===== src/rtl/main_memory_if.sv =====
// Scan-loaded byte memory bus: serial scan chain controls plus the dual-byte read port.
// The master drives scan and address inputs; the slave (memory) returns scan_out and the two read bytes.
interface main_memory_if;
   logic       scan_in;
   logic       scan_en;
   logic       scan_out;
   logic [7:0] addr;
   logic [7:0] d_out_0;
   logic [7:0] d_out_1;

   modport master (
      output scan_in, scan_en, addr,
      input  scan_out, d_out_0, d_out_1
   );

   modport slave (
      input  scan_in, scan_en, addr,
      output scan_out, d_out_0, d_out_1
   );
endinterface


===== src/rtl/main_memory.sv =====
// LEN-byte memory loaded only through a serial scan chain, read two adjacent bytes at a time.
// Define MAIN_MEMORY_OUT_REG_EN to register d_out_0/d_out_1 (one clk latency, reset to 0x00).
module main_memory #(
   parameter int LEN = 64
) (
   input  logic         clk,
   input  logic         reset,
   main_memory_if.slave bus
);
   localparam int AW = (LEN > 1) ? $clog2(LEN) : 1;
   localparam int NB = LEN * 8;

   if (LEN < 2 || LEN > 256 || (LEN & (LEN - 1)) != 0) begin : g_bad_len
      $error("main_memory: LEN must be a power of two in 2..256");
   end

   // mem[k] occupies chain bits [8k+7:8k], so one left shift of the flat
   // vector moves each byte's MSB into the next byte's LSB.
   logic [NB-1:0] chain_q;
   logic [NB-1:0] chain_d;

   always_comb begin
      chain_d = chain_q;
      if (bus.scan_en) begin
         chain_d = {chain_q[NB-2:0], bus.scan_in};
      end
   end

   always_ff @(posedge clk or negedge reset) begin
      if (!reset) begin
         chain_q <= '0;
      end else begin
         chain_q <= chain_d;
      end
   end

   assign bus.scan_out = chain_q[NB-1];

   // Index arithmetic stays AW bits wide so addr+1 wraps from LEN-1 to 0.
   logic [AW-1:0] idx0;
   logic [AW-1:0] idx1;
   logic [7:0]    d0_d;
   logic [7:0]    d1_d;

   assign idx0 = bus.addr[AW-1:0];
   assign idx1 = idx0 + AW'(1);
   assign d0_d = chain_q[{idx0, 3'b000} +: 8];
   assign d1_d = chain_q[{idx1, 3'b000} +: 8];

   if (AW < 8) begin : g_addr_hi
      logic unused_addr_hi;
      assign unused_addr_hi = ^bus.addr[7:AW];
   end

`ifdef MAIN_MEMORY_OUT_REG_EN
   logic [7:0] d0_q;
   logic [7:0] d1_q;

   always_ff @(posedge clk or negedge reset) begin
      if (!reset) begin
         d0_q <= 8'h00;
         d1_q <= 8'h00;
      end else begin
         d0_q <= d0_d;
         d1_q <= d1_d;
      end
   end

   assign bus.d_out_0 = d0_q;
   assign bus.d_out_1 = d1_q;
`else
   assign bus.d_out_0 = d0_d;
   assign bus.d_out_1 = d1_d;
`endif

endmodule


===== src/flat_wrapper.sv =====
// flat-port wrapper written by rule: the top's interface ports become plain ports
module main_memory_flat 
#(
   parameter int LEN = 64
)
  (clk, reset, bus_scan_in, bus_scan_en, bus_addr, bus_scan_out, bus_d_out_0, bus_d_out_1);
  main_memory_if bus_i ();
  input  logic clk;
  input  logic reset;
  input wire logic [$bits(bus_i.scan_in)-1:0] bus_scan_in;
  input wire logic [$bits(bus_i.scan_en)-1:0] bus_scan_en;
  input wire logic [$bits(bus_i.addr)-1:0] bus_addr;
  output wire logic [$bits(bus_i.scan_out)-1:0] bus_scan_out;
  output wire logic [$bits(bus_i.d_out_0)-1:0] bus_d_out_0;
  output wire logic [$bits(bus_i.d_out_1)-1:0] bus_d_out_1;
  assign bus_i.scan_in = bus_scan_in;
  assign bus_i.scan_en = bus_scan_en;
  assign bus_i.addr = bus_addr;
  assign bus_scan_out = bus_i.scan_out;
  assign bus_d_out_0 = bus_i.d_out_0;
  assign bus_d_out_1 = bus_i.d_out_1;
  main_memory #(.LEN(LEN)) u_core (.clk(clk), .reset(reset), .bus(bus_i));
endmodule

===== config.mk =====
export PLATFORM = sky130hd
export DESIGN_NAME = main_memory_flat
export DESIGN_NICKNAME = d
export VERILOG_FILES = /design/src/rtl/main_memory_if.sv /design/src/rtl/main_memory.sv /design/src/flat_wrapper.sv
export SDC_FILE = /design/constraint.sdc
export NUM_CORES = 1
export LEC_CHECK = 0
export ABC_CLOCK_PERIOD_IN_PS = 3900
export BUFFER_PORTS_ARGS = -buffer_cell sky130_fd_sc_hd__clkbuf_2
export CORE_MARGIN = 5
export CORE_UTILIZATION = 50
export CTS_BUF_LIST = sky130_fd_sc_hd__clkbuf_8
export CTS_CLUSTER_DIAMETER = 50
export DETAILED_ROUTE_END_ITERATION = 8
export PLACE_DENSITY = 0.65
export SLEW_MARGIN = 20
export SYNTH_ARGS = -nofsm -noshare
export SYNTH_HDL_FRONTEND = slang
export SYNTH_SLANG_ARGS = --single-unit
export TNS_END_PERCENT = 5

===== constraint.sdc =====
create_clock -name clk -period 3.9 [get_ports clk]
set_clock_uncertainty 0.2 [all_clocks]
set_input_delay 0.78 -clock clk [delete_from_list [all_inputs] [get_ports clk]]
set_output_delay 0.78 -clock clk [all_outputs]
set_load 0.1 [all_outputs]

-- Word level (Yosys, flattened, before mapping)
Index checks and enable logic that the tools add are counted.
- register bits: 512
- input port bits: 12
- output and inout bits: 17
- logic and storage cells: 4
- add/sub/neg operators: 1
- shifts and indexed selects: 2
- operators with widths (cell ; count):
    variable part select 512 x 10 -> 8 bit ; 2
    adder 6 x 1 -> 6 bit, second input constant ; 1

-- Depth between registers and ports, before layout
- word-level depth: 2
- depth in mapped cells: 10

-- Worst setup path before layout
Ideal clock, no wire load.
- path type: input port to output port
- from: in bus_addr[0]
- to: out bus_d_out_1[0]
- arrival time: 4.541 ns
- required time: 2.920 ns
- path slack: -1.621 ns
- cell stages on the path: 9
- buffers on the path: 3
- cell sequence: ha_1 buf_2 buf_2 buf_1 mux4_2 nor2_1 nor2_1 o221ai_1 o21ai_0
- word-level cells in the longest chain between the ends: 2
- RTL lines (what ; RTL line ; source):
    start, declared ; flat_wrapper.sv:12 ; input wire logic [$bits(bus_i.addr)-1:0] bus_addr;
    adder 6 x 1 -> 6 bit ; main_memory.sv:46 ; assign idx1 = idx0 + AW'(1);
    variable part select 512 x 10 -> 8 bit ; main_memory.sv:48 ; assign d1_d = chain_q[{idx1, 3'b000} +: 8];
    end, declared ; flat_wrapper.sv:15 ; output wire logic [$bits(bus_i.d_out_1)-1:0] bus_d_out_1;
No other way between the ends.

-- Worst setup path after layout
- from: in bus_addr[1]
- to: out bus_d_out_1[7]
The elaborated chain is that of the path after synthesis.

==> impl_metrics.tcl <==
set metrics [dict create \
    port_buffers 26 \
    top_regs "u_core.chain_q x512" \
    cts_tree "yes" \
    final_util_pct 59.6 \
    setup_viol 11 \
    post-dp-hpwl_mm 47.7 \
    fp-row-count 85 \
    final-hold-violation-count 0 \
    antenna_left 0 \
    clk_pin_slew_ns 0.05 \
    critPathCaptureType "primary output" \
    die_h_um 243 \
    grt_pass1_wl_mm 108 \
    grt_max_degree 101 \
    grt_usage_pct 23.6 \
    ir_drop_mv 0.271 \
    slew_violations 0 \
    relSlewSlack_pct 43.7 \
    cpPeakStageDelay_ns 0.49 \
    required_ns 2.92 \
    post_drt_wl_per_cell_um 26.5 \
    cts_max_level 3 \
    fin_cells 2629 \
    cp_max_fo 10 \
    largest_reg_flops 512 \
    first_iter_violations 1287 \
    min_path_type "input port to register" \
    ios 29 \
    final.period_utilization_pct 101 \
    dieArea_mm2 0.0589 \
    arrival_ns 2.97 \
    routed_via_density 6.26 \
    clock_latency_ns 0.67 \
    syn-num-nets 1709 \
    p_per_area_mw_per_mm2 386 \
    tns_ns -0.216 \
    gr-total-overflow 0 \
    drt_first_pass_iters 5 \
    cts_buffers 90 \
    wl_mm 69.7 \
    yosys_warnings 0 \
    mostFrequentLayoutCells "mux2_2, dfrtp_1, mux4_2" \
    synthCells 1696 \
    p_leak_nw 14.7 \
    worstSetupPathType "input port to primary output" \
    netlist_area_mm2 0.0271 \
    crit_top_cell "buf_12" \
    cts-root-buf "clkbuf_8" \
    status "finished with violations" \
    power_mw 12.4 \
    cts_sinks 512 \
    drv_cap 0 \
    grt_antenna_before_repair 1 \
    worst_slack_ns -0.0480 \
    worstPathCellList "buf_16 > ha_4 > buf_6 > buf_12 > mux4_2 > nand2_1 > nand3_1 > nand4_1 > o21ai_2 > buf_12" \
    min_period_ns 3.95 \
    pre_cts_slack_ns -0.184 \
    start_util_pct 50.4 \
    gp_congestion 0.929 \
    rsz0062_at_grt "yes" \
    ctsLongestPathBuffers 3 \
    area_growth_pct 18.2 \
    ys_seq_elements 512 \
    cp-start-kind "input port" \
    die_x_um 243 \
    slowest_stage "mux4_2" \
    vias 16500 \
    layout-drive-gt1-share_pct 62.3 \
    core_area_mm2 0.0537 \
    regMostFlops "u_core.chain_q" \
    drc 0 \
    nNetsFinal 1877 \
    dpl.cell_count 2431 \
    timing.fmax_ghz 0.253 \
    ys_seq_area_share_pct 47.3 \
    worst_pin_slew_ns 0.845 \
    final_common_cell "mux2_2" \
    grt_pass1_vias 17400 \
    syn_area_per_cell_um2 16.0 \
    yosys.cell_types.count 26 \
    r2r_setup_slack_ns 2.77 \
    violations "negative setup slack" \
]
==> kinds of logic after synthesis <==
| family | after synthesis | synth area share, % |
|---|---|---|
| flops | 512 | 47.3 |
| compound gates | 40 | 0.948 |
| fa+ha+maj | 1 | 0.0462 |
| xor+xnor | 7 | 0.226 |
| buf+inv | 144 | 2.41 |
| mux | 820 | 46.4 |
| simple gates | 172 | 2.66 |
==> synth_stat cells <==
cell	number	area share, %
a22oi_1	1	0.028
and2_1	7	0.16
clkbuf_1	78	1.1
mux4_2	296	25
o21ai_0	11	0.20
dfrtp_1	512	47
nand2_1	69	0.96
xor2_1	3	0.097
mux2_2	516	21
buf_4	5	0.14
a32oi_1	1	0.032
nand3_1	27	0.50
mux2i_1	8	0.30
a31oi_1	8	0.18
buf_6	5	0.21
buf_1	11	0.15
nand4_1	9	0.21
xnor2_1	4	0.13
buf_2	44	0.81
nor2_1	60	0.83
ha_1	1	0.046
o221ai_1	8	0.26
o21ai_1	3	0.055
a21oi_1	4	0.074
a211oi_1	4	0.11
inv_1	1	0.014
==> final timing paths <==
check,cells after the start,start,end
max,10,bus_addr[1],bus_d_out_1[7]
max in group asynchronous,4,reset,u_core.chain_q[372]$_DFFE_PN0P_
max reg2reg,1,u_core.chain_q[127]$_DFFE_PN0P_,u_core.chain_q[128]$_DFFE_PN0P_
min reg2reg,1,u_core.chain_q[318]$_DFFE_PN0P_,u_core.chain_q[319]$_DFFE_PN0P_
min,2,bus_scan_in,u_core.chain_q[0]$_DFFE_PN0P_
min in group asynchronous,2,reset,u_core.chain_q[68]$_DFFE_PN0P_
==> area by class of cell <==
| cell class | count | area (um^2) |
|---|---|---|
| fillers | 4099 | 21700 |
| repair buffers | 219 | 2630 |
| inverters | 1 | 3.75 |
| multi-input cells | 1040 | 13800 |
| well taps | 696 | 871 |
| diodes | 1 | 2.50 |
| clock inverters | 38 | 189 |
| clock buffers | 122 | 1680 |
| flip-flops and latches | 512 | 12800 |
==> per-layer routing <==
metal	part of all wire [%]	vias to the layer above	GRT usage (%)
met5	0	-	0
met4	3.6	0	7.78
met3	5.7	132	5.20
met2	49	459	37.7
met1	42	8876	32.8
li1	-	6992	-
==> through the flow <==
step / hold WS, ns / instance area, um^2
4_1_cts: 0.227 / 31500
3_3_place_gp: 0.328 / 29400
3_5_place_dp: 0.339 / 29400
5_1_grt: 0.230 / 32000
6_report: 0.277 / 32000
2_1_floorplan: 0.284 / 27100
==> repair_timing <==
action,CTS,global route
resized for setup,23,25
setup buffers,1,26
cloned,2,7
hold buffers,1,0
pin swaps,1,6
endpoints found under the setup margin,16,16
endpoints found under the hold margin,59,0
==> where the power goes <==
part           internal (mW)  leakage, nW  switching [mW]
logic                  0.809         6.55           0.906
registers               5.45         7.11           0.136
clock network           2.84         1.06            2.23
==> worst max-delay path, delay by kind of cell <==
kind	cells	cell delay (ns)
AO/OA/AOI/OAI	1	0.15
adder cells (fa/ha/maj)	1	0.35
AND/OR/NAND/NOR	3	0.50
multiplexers	1	0.49
buffers and inverters	4	0.67
Note: power is estimated with default switching activity, not from simulation.
